[src/rtl/spi_pixel_slave.sv]
// Framed SPI receiver: command byte, 16-bit start address, then auto-incrementing pixel writes.
// Define SPI_STATUS_READBACK_EN to shift frame_count out on spi_miso during the command byte.
module spi_pixel_slave #(
  parameter  int BITS_PER_PIXEL = 32,
  parameter  int PIXEL_COUNT    = 2048,
  localparam int ADDR_BITS      = $clog2(PIXEL_COUNT)
) (
  input  logic                      spi_clk,
  input  logic                      reset,
  input  logic                      spi_ss_n,
  input  logic                      spi_mosi,
  output logic                      spi_miso,
  output logic [BITS_PER_PIXEL-1:0] data,
  output logic [ADDR_BITS-1:0]      addr,
  output logic                      pixel_clk,
  output logic                      flip
);

  // The shifter must hold either a full pixel word or the 16-bit address field.
  localparam int SHIFT_W = (BITS_PER_PIXEL > 16) ? BITS_PER_PIXEL : 16;
  localparam int CNT_W   = $clog2(SHIFT_W);

  localparam logic [16:0]          PIXEL_COUNT_17 = 17'(PIXEL_COUNT);
  localparam logic [ADDR_BITS-1:0] LAST_ADDR      = ADDR_BITS'(PIXEL_COUNT - 1);
  localparam logic [CNT_W-1:0]     LAST_CMD_BIT   = CNT_W'(7);
  localparam logic [CNT_W-1:0]     LAST_ADDR_BIT  = CNT_W'(15);
  localparam logic [CNT_W-1:0]     LAST_PIX_BIT   = CNT_W'(BITS_PER_PIXEL - 1);

  typedef enum logic [1:0] {
    S_CMD,
    S_ADDR,
    S_PIXELS,
    S_DISCARD
  } state_t;

  state_t                    r_state;
  logic [CNT_W-1:0]          r_bit_cnt;
  logic [SHIFT_W-2:0]        r_shift;
  logic [ADDR_BITS-1:0]      r_next_addr;
  logic [BITS_PER_PIXEL-1:0] r_data;
  logic [ADDR_BITS-1:0]      r_addr;
  logic                      r_pixel_clk;
  logic                      r_flip;

  logic [SHIFT_W-1:0]        w_shift_next;
  logic [15:0]               w_addr16;

  assign w_shift_next = {r_shift, spi_mosi};
  assign w_addr16     = w_shift_next[15:0];

  assign data      = r_data;
  assign addr      = r_addr;
  assign pixel_clk = r_pixel_clk;
  assign flip      = r_flip;

`ifdef SPI_STATUS_READBACK_EN
  logic [7:0] r_frame_count;
  logic       r_miso;
  assign spi_miso = r_miso;
`else
  assign spi_miso = 1'b0;
`endif

  // NOTE: all state is updated with non-blocking assignments so every branch reads pre-edge values.
  always_ff @(posedge spi_clk or posedge reset) begin
    if (reset) begin
      r_state     <= S_CMD;
      r_bit_cnt   <= '0;
      r_shift     <= '0;
      r_next_addr <= '0;
      r_data      <= '0;
      r_addr      <= '0;
      r_pixel_clk <= 1'b0;
      r_flip      <= 1'b0;
`ifdef SPI_STATUS_READBACK_EN
      r_frame_count <= '0;
      r_miso        <= 1'b0;
`endif
    end else if (spi_ss_n) begin
      // Deselect wins over any word completing on this edge.
      r_state     <= S_CMD;
      r_bit_cnt   <= '0;
      r_shift     <= '0;
      r_pixel_clk <= 1'b0;
      r_flip      <= 1'b0;
`ifdef SPI_STATUS_READBACK_EN
      r_miso      <= 1'b0;
`endif
    end else begin
      r_pixel_clk <= 1'b0;
      r_flip      <= 1'b0;
      r_shift     <= w_shift_next[SHIFT_W-2:0];
      r_bit_cnt   <= r_bit_cnt + 1'b1;
`ifdef SPI_STATUS_READBACK_EN
      r_miso      <= 1'b0;
`endif
      case (r_state)
        S_CMD: begin
`ifdef SPI_STATUS_READBACK_EN
          r_miso <= r_frame_count[3'd7 - r_bit_cnt[2:0]];
`endif
          if (r_bit_cnt == LAST_CMD_BIT) begin
            r_bit_cnt <= '0;
            if (w_shift_next[7:0] == 8'h01) begin
              r_state <= S_ADDR;
            end else begin
              if (w_shift_next[7:0] == 8'h02) begin
                r_flip <= 1'b1;
`ifdef SPI_STATUS_READBACK_EN
                r_frame_count <= r_frame_count + 8'd1;
`endif
              end
              r_state <= S_DISCARD;
            end
          end
        end
        S_ADDR: begin
          if (r_bit_cnt == LAST_ADDR_BIT) begin
            r_bit_cnt   <= '0;
            r_state     <= S_PIXELS;
            r_next_addr <= ({1'b0, w_addr16} >= PIXEL_COUNT_17) ? '0 : w_addr16[ADDR_BITS-1:0];
          end
        end
        S_PIXELS: begin
          if (r_bit_cnt == LAST_PIX_BIT) begin
            r_bit_cnt   <= '0;
            r_data      <= w_shift_next[BITS_PER_PIXEL-1:0];
            r_addr      <= r_next_addr;
            r_pixel_clk <= 1'b1;
            r_next_addr <= (r_next_addr == LAST_ADDR) ? '0 : r_next_addr + 1'b1;
          end
        end
        S_DISCARD: begin
          r_bit_cnt <= '0;
        end
        default: r_state <= S_DISCARD;
      endcase
    end
  end

endmodule

[config.mk]
export PLATFORM = sky130hd
export DESIGN_NAME = spi_pixel_slave
export DESIGN_NICKNAME = d
export VERILOG_FILES = /design/src/rtl/spi_pixel_slave.sv
export SDC_FILE = /design/constraint.sdc
export NUM_CORES = 1
export LEC_CHECK = 0
export CORE_MARGIN = 2
export CORE_UTILIZATION = 30
export DETAILED_ROUTE_END_ITERATION = 8
export PLACE_DENSITY_LB_ADDON = 0.25
export SYNTH_ARGS = -nofsm -noshare
export SYNTH_HDL_FRONTEND = slang
export SYNTH_SLANG_ARGS = --single-unit
export TNS_END_PERCENT = 1
[constraint.sdc]
create_clock -name spi_clk -period 7.8 [get_ports spi_clk]
set_clock_uncertainty 0.05 [all_clocks]
set_input_delay 0.78 -clock spi_clk [delete_from_list [all_inputs] [get_ports spi_clk]]
set_output_delay 0.78 -clock spi_clk [all_outputs]
set_load 0.01 [all_outputs]
After elaboration in Yosys (flattened, before gate mapping):

Cells that the tools add are included.

* output and inout bits: 46
* memories: 0
* bits in writable memories: 0
* register bits: 94
* latch bits: 0
* ROM bits: 0

* bitwise operators: 1
* magnitude comparators: 1
* shift-type cells: 0
* multiply operators: 0
* add/subtract/negate cells: 2
* multiplexer cells: 24
* equality and inequality tests: 13
* divide/modulo/power cells: 0
* reductions and logical operators: 6

Operators with widths (number)
* $mux W11: 4
* $mux W31: 1
* $pmux W11 S2: 1
* $mux W5: 4
* $pmux W5 S4: 1
* $ge A16 B12 Y1 const B: 1
* $add A11 B1 Y11 const B: 1
* $eq A11 B11 Y1 const B: 1
* $eq A8 B1 Y1 const B: 1
* $eq A8 B2 Y1 const B: 1
* $mux W1: 8
* $mux W2: 4
* $ne A3 B3 Y1 const B: 2
* $reduce_and A3 Y1: 2
* $add A5 B1 Y5 const B: 1
* $eq A5 B3 Y1 const B: 1
* $eq A5 B4 Y1 const B: 1
* $eq A5 B5 Y1 const B: 1
* $eq A2 B2 Y1 const B: 2
* $ne A2 B2 Y1 const B: 2
* $pmux W2 S2: 1
* $reduce_and A4 Y1: 1
* $reduce_bool A3 Y1: 1
* $eq A2 B1 Y1 const B: 1
* 3 further kinds: 3

Logic depth before layout (Yosys ltp):

* depth after elaboration: 6
* mapped depth: 7
* mapped depth without buffers: 6

Worst setup path after synthesis:

No wires, ideal clock.

* kind: input -> register
* from: input port spi_ss_n
* to: register r_next_addr[0]
* arrival time: 1819 ps
* slack: 5806 ps
* setup time: 125 ps
* buffers on the path: 3
* stages on the path: 6
* path through: buf_2 nor2b_1 buf_2 o21ai_0 buf_2 mux2_2

* cells in the longest elaborated chain, start to end: 2

Ends and longest elaborated chain
* start: declaration: RTL line 10 `input logic spi_ss_n,`
* $not A1 Y1 (no source line)
* $reduce_and A4 Y1 (no source line)
* end signal: assignment: RTL line 121 `r_next_addr <= ({1'b0, w_addr16} >= PIXEL_COUNT_17) ? '0 : w_addr16[ADDR_BITS-1:0];`
* end signal: assignment: RTL line 130 `r_next_addr <= (r_next_addr == LAST_ADDR) ? '0 : r_next_addr + 1'b1;`
* end: declaration: RTL line 39 `logic [ADDR_BITS-1:0] r_next_addr;`

No other way between the ends.
A chain may end at the register's enable or synchronous reset.

Worst setup path in the final report:

* from: register r_state[0]
* to: register r_data[15] (netlist: data[15])

* cells in the longest elaborated chain, start to end: 2

Ends and longest elaborated chain
* start: declaration: RTL line 36 `state_t r_state;`
* start signal: assignment: RTL line 67 `r_state <= S_CMD;`
* start signal: assignment: RTL line 81 `r_state <= S_CMD;`
* start signal: assignment: RTL line 105 `r_state <= S_ADDR;`
* $eq A2 B2 Y1: RTL line 97 `case (r_state)`
* $reduce_and A3 Y1 (no source line)
* end signal: assignment: RTL line 127 `r_data <= w_shift_next[BITS_PER_PIXEL-1:0];`
* end: declaration: RTL line 40 `logic [BITS_PER_PIXEL-1:0] r_data;`

No other way between the ends.

==> out/results.ini <==
[run_status]
outcome=complete, no violations

[final_layout]
drive_above_1_share=0.209
fin_nets=355
final_cells=522
areaGrowthSynthToFinish_pct=24.5
diodes=0
final_common_cell=dfrtp_1
mostFrequentLayoutCells=dfrtp_1, clkdlybuf4s50_1, mux2_2

[detailed_routing]
drt-initial-drc-count=139
first_pass_iters=4
postRouteWirelength_um=7650
drcViolationCount=0
ant_nets=0
vias=2432
vias_per_cell=4.66
routedWlPerCell_um=14.7

[power_and_ir_drop]
irDropWorstVdd_mv=0.109
power.static_leakage_nw=2.16
total_power_uw=997
p_per_area_nw_per_um2=204

[place]
io_buffers=48
dpl.hpwl_um=5290
dp.cells=506
gp_congestion=0.808

[cts]
cts_max_path_buffers=2
htree_num_levels=3
cts_tree=done
cts_buffers=9
cts_resized=0
ctsHoldBuffers=0
cts_setup_buffers=0
clk_latency_ns=0.34
cts_root_buf=clkbuf_16
path_clk_slew_ns=0.06
cts_sinks=94

[yosys]
syn_nets=308
synthTopCellsByArea=dfrtp_1, mux2_2, nor2b_1
yosys.cell_types.count=40
synth_edf_count=0
yosysTopAreaCell=dfrtp_1
ys_ff_latch=94
netlist_area_um2=3920
async_reset_ff_frac=1.00
synth_top_area_frac=0.599
yosys_warnings=0
synthCells=298
seq_area_frac_synth=0.599
syn_area_per_cell_um2=13.2
synthFlopType=dfrtp_1

[min_path]
hold_end=r_bit_cnt[0]
min_from=r_bit_cnt[0]
min_path_type=flop to flop
hold_depth=1

[timing]
clock.fmax_mhz=315
tightest_slew_ns=0.939
maxSlewViolCount=0
holdWs_ns=0.426
relSlewSlack=0.374
setup-violations-final=0
fin_crit_sh=0.407
hold_violations=0
setup_tns_ns=0
fin_crit_ns=3.17
rsz0062_at_grt=no

[flow_run]
timing.max_cap.violations=0

[grt]
track_usage=0.120
grt_pass1_vias=2548
globalRouteOverflowTotal=0
antenna_found_initial=0
grt_max_degree=65
grt_pass1_wl_um=13300

[floorplan]
fp-row-count=41
core_area_um2=12700
ioPinCount=50
die_h_um=118
die_w_um=118
die-area_um2=14000
start_util=0.310

[critical_path]
start_kind=flop
crit_chain=inv_1, ha_1, inv_1, nor3_4, buf_4, mux2_2
cp-end-kind=flop
reg2reg_depth=6
worstPathArrival_ns=3.35
slowest_stage=nor3_4
r2r_setup_slack_ns=4.63
critPathMaxFanout=28
critPathKind=flop to flop
max_stage_delay_ns=0.73
cp_common_cell=inv_1
rr_endpoint=data[15]
critical_path_required_ns=7.97
rr_startpoint=r_state[0]

## report_power, final
part           internal, mW  switching, mW  total [mW]
combinational        0.0125         0.0209      0.0334
clock                 0.284          0.180       0.463
sequential            0.493        0.00770       0.501
## cells in the mapped netlist (2+ instances only)
cell       number
buf_2           5
nor2_1         11
nor3b_1         3
o21ai_0         4
o211ai_1        3
o2bb2ai_1      10
clkbuf_1        6
a21oi_1         5
a32oi_1         5
ha_1            6
nor2b_1        32
and3b_1         3
inv_1          11
nand2_1         8
nand4_1         3
mux2_2         45
buf_4           6
xnor2_1         2
o221ai_1        6
nor4_1          2
nor3_1          7
dfrtp_1        94
nand3_1         4
## per-layer routing
metal | vias up | share of wire | GRT usage
li1 | 1164 | - | -
met4 | 0 | 0.016 | 0.0520
met2 | 43 | 0.45 | 0.172
met3 | 9 | 0.037 | 0.0362
met1 | 1216 | 0.50 | 0.166
met5 | - | 0 | 0
## worst max path at each step
stage,from,to,slack [ns],cells after the start
final,r_state[0],data[15],4.63,6
after global placement,spi_ss_n,data[18],4.57,5
after global routing,r_state[0],data[24],4.32,6
after floorplan,reset,addr[0],4.52,1
after CTS,r_state[0],data[11],4.54,6
after detailed placement,spi_ss_n,data[11],4.48,5
## worst max-delay path: cells and delay by family (launching register included)
| family | cells | cell delay (ns) |
|---|---|---|
| mux | 1 | 0.38 |
| buf+inv | 3 | 0.90 |
| fa+ha+maj | 1 | 0.59 |
| simple gates | 1 | 0.73 |
| flops | 1 | 0.39 |
## through the flow
stage	utilization	setup slack, ns	cell area (um^2)
global placement	0.360	4.57	4570
global route	0.386	4.32	4890
CTS	0.386	4.54	4890
finish	0.386	4.63	4890
detailed placement	0.360	4.48	4570
floorplan	-	4.52	3920
## registers in the layout (all words and copies together) (netlist names)
register and count:
data 32, r_shift 31, addr 11, r_next_addr 11, r_bit_cnt 5, r_state 2, flip 1, pixel_clk 1
## layout make-up
| type | instances | area [um^2] |
|---|---|---|
| fillers | 1235 | 7780 |
| flip-flops and latches | 94 | 2350 |
| multi-input cells | 176 | 1440 |
| repair buffers | 53 | 518 |
| clock buffers | 10 | 229 |
| well taps | 172 | 215 |
| clock inverters | 6 | 91.3 |
| inverters | 11 | 42.5 |
## logic make-up after synthesis
group	count (synthesis)	synth area share
AOI/OAI and AO/OA	41	0.0883
xor gates and xnor gates	2	0.00447
adders and majority gates	6	0.0191
buffers and inverters	28	0.0341
DFF	94	0.599
muxes	45	0.129
other	1	0.000956
and+or+nand+nor	81	0.124
(Power assumes the default switching activity.)
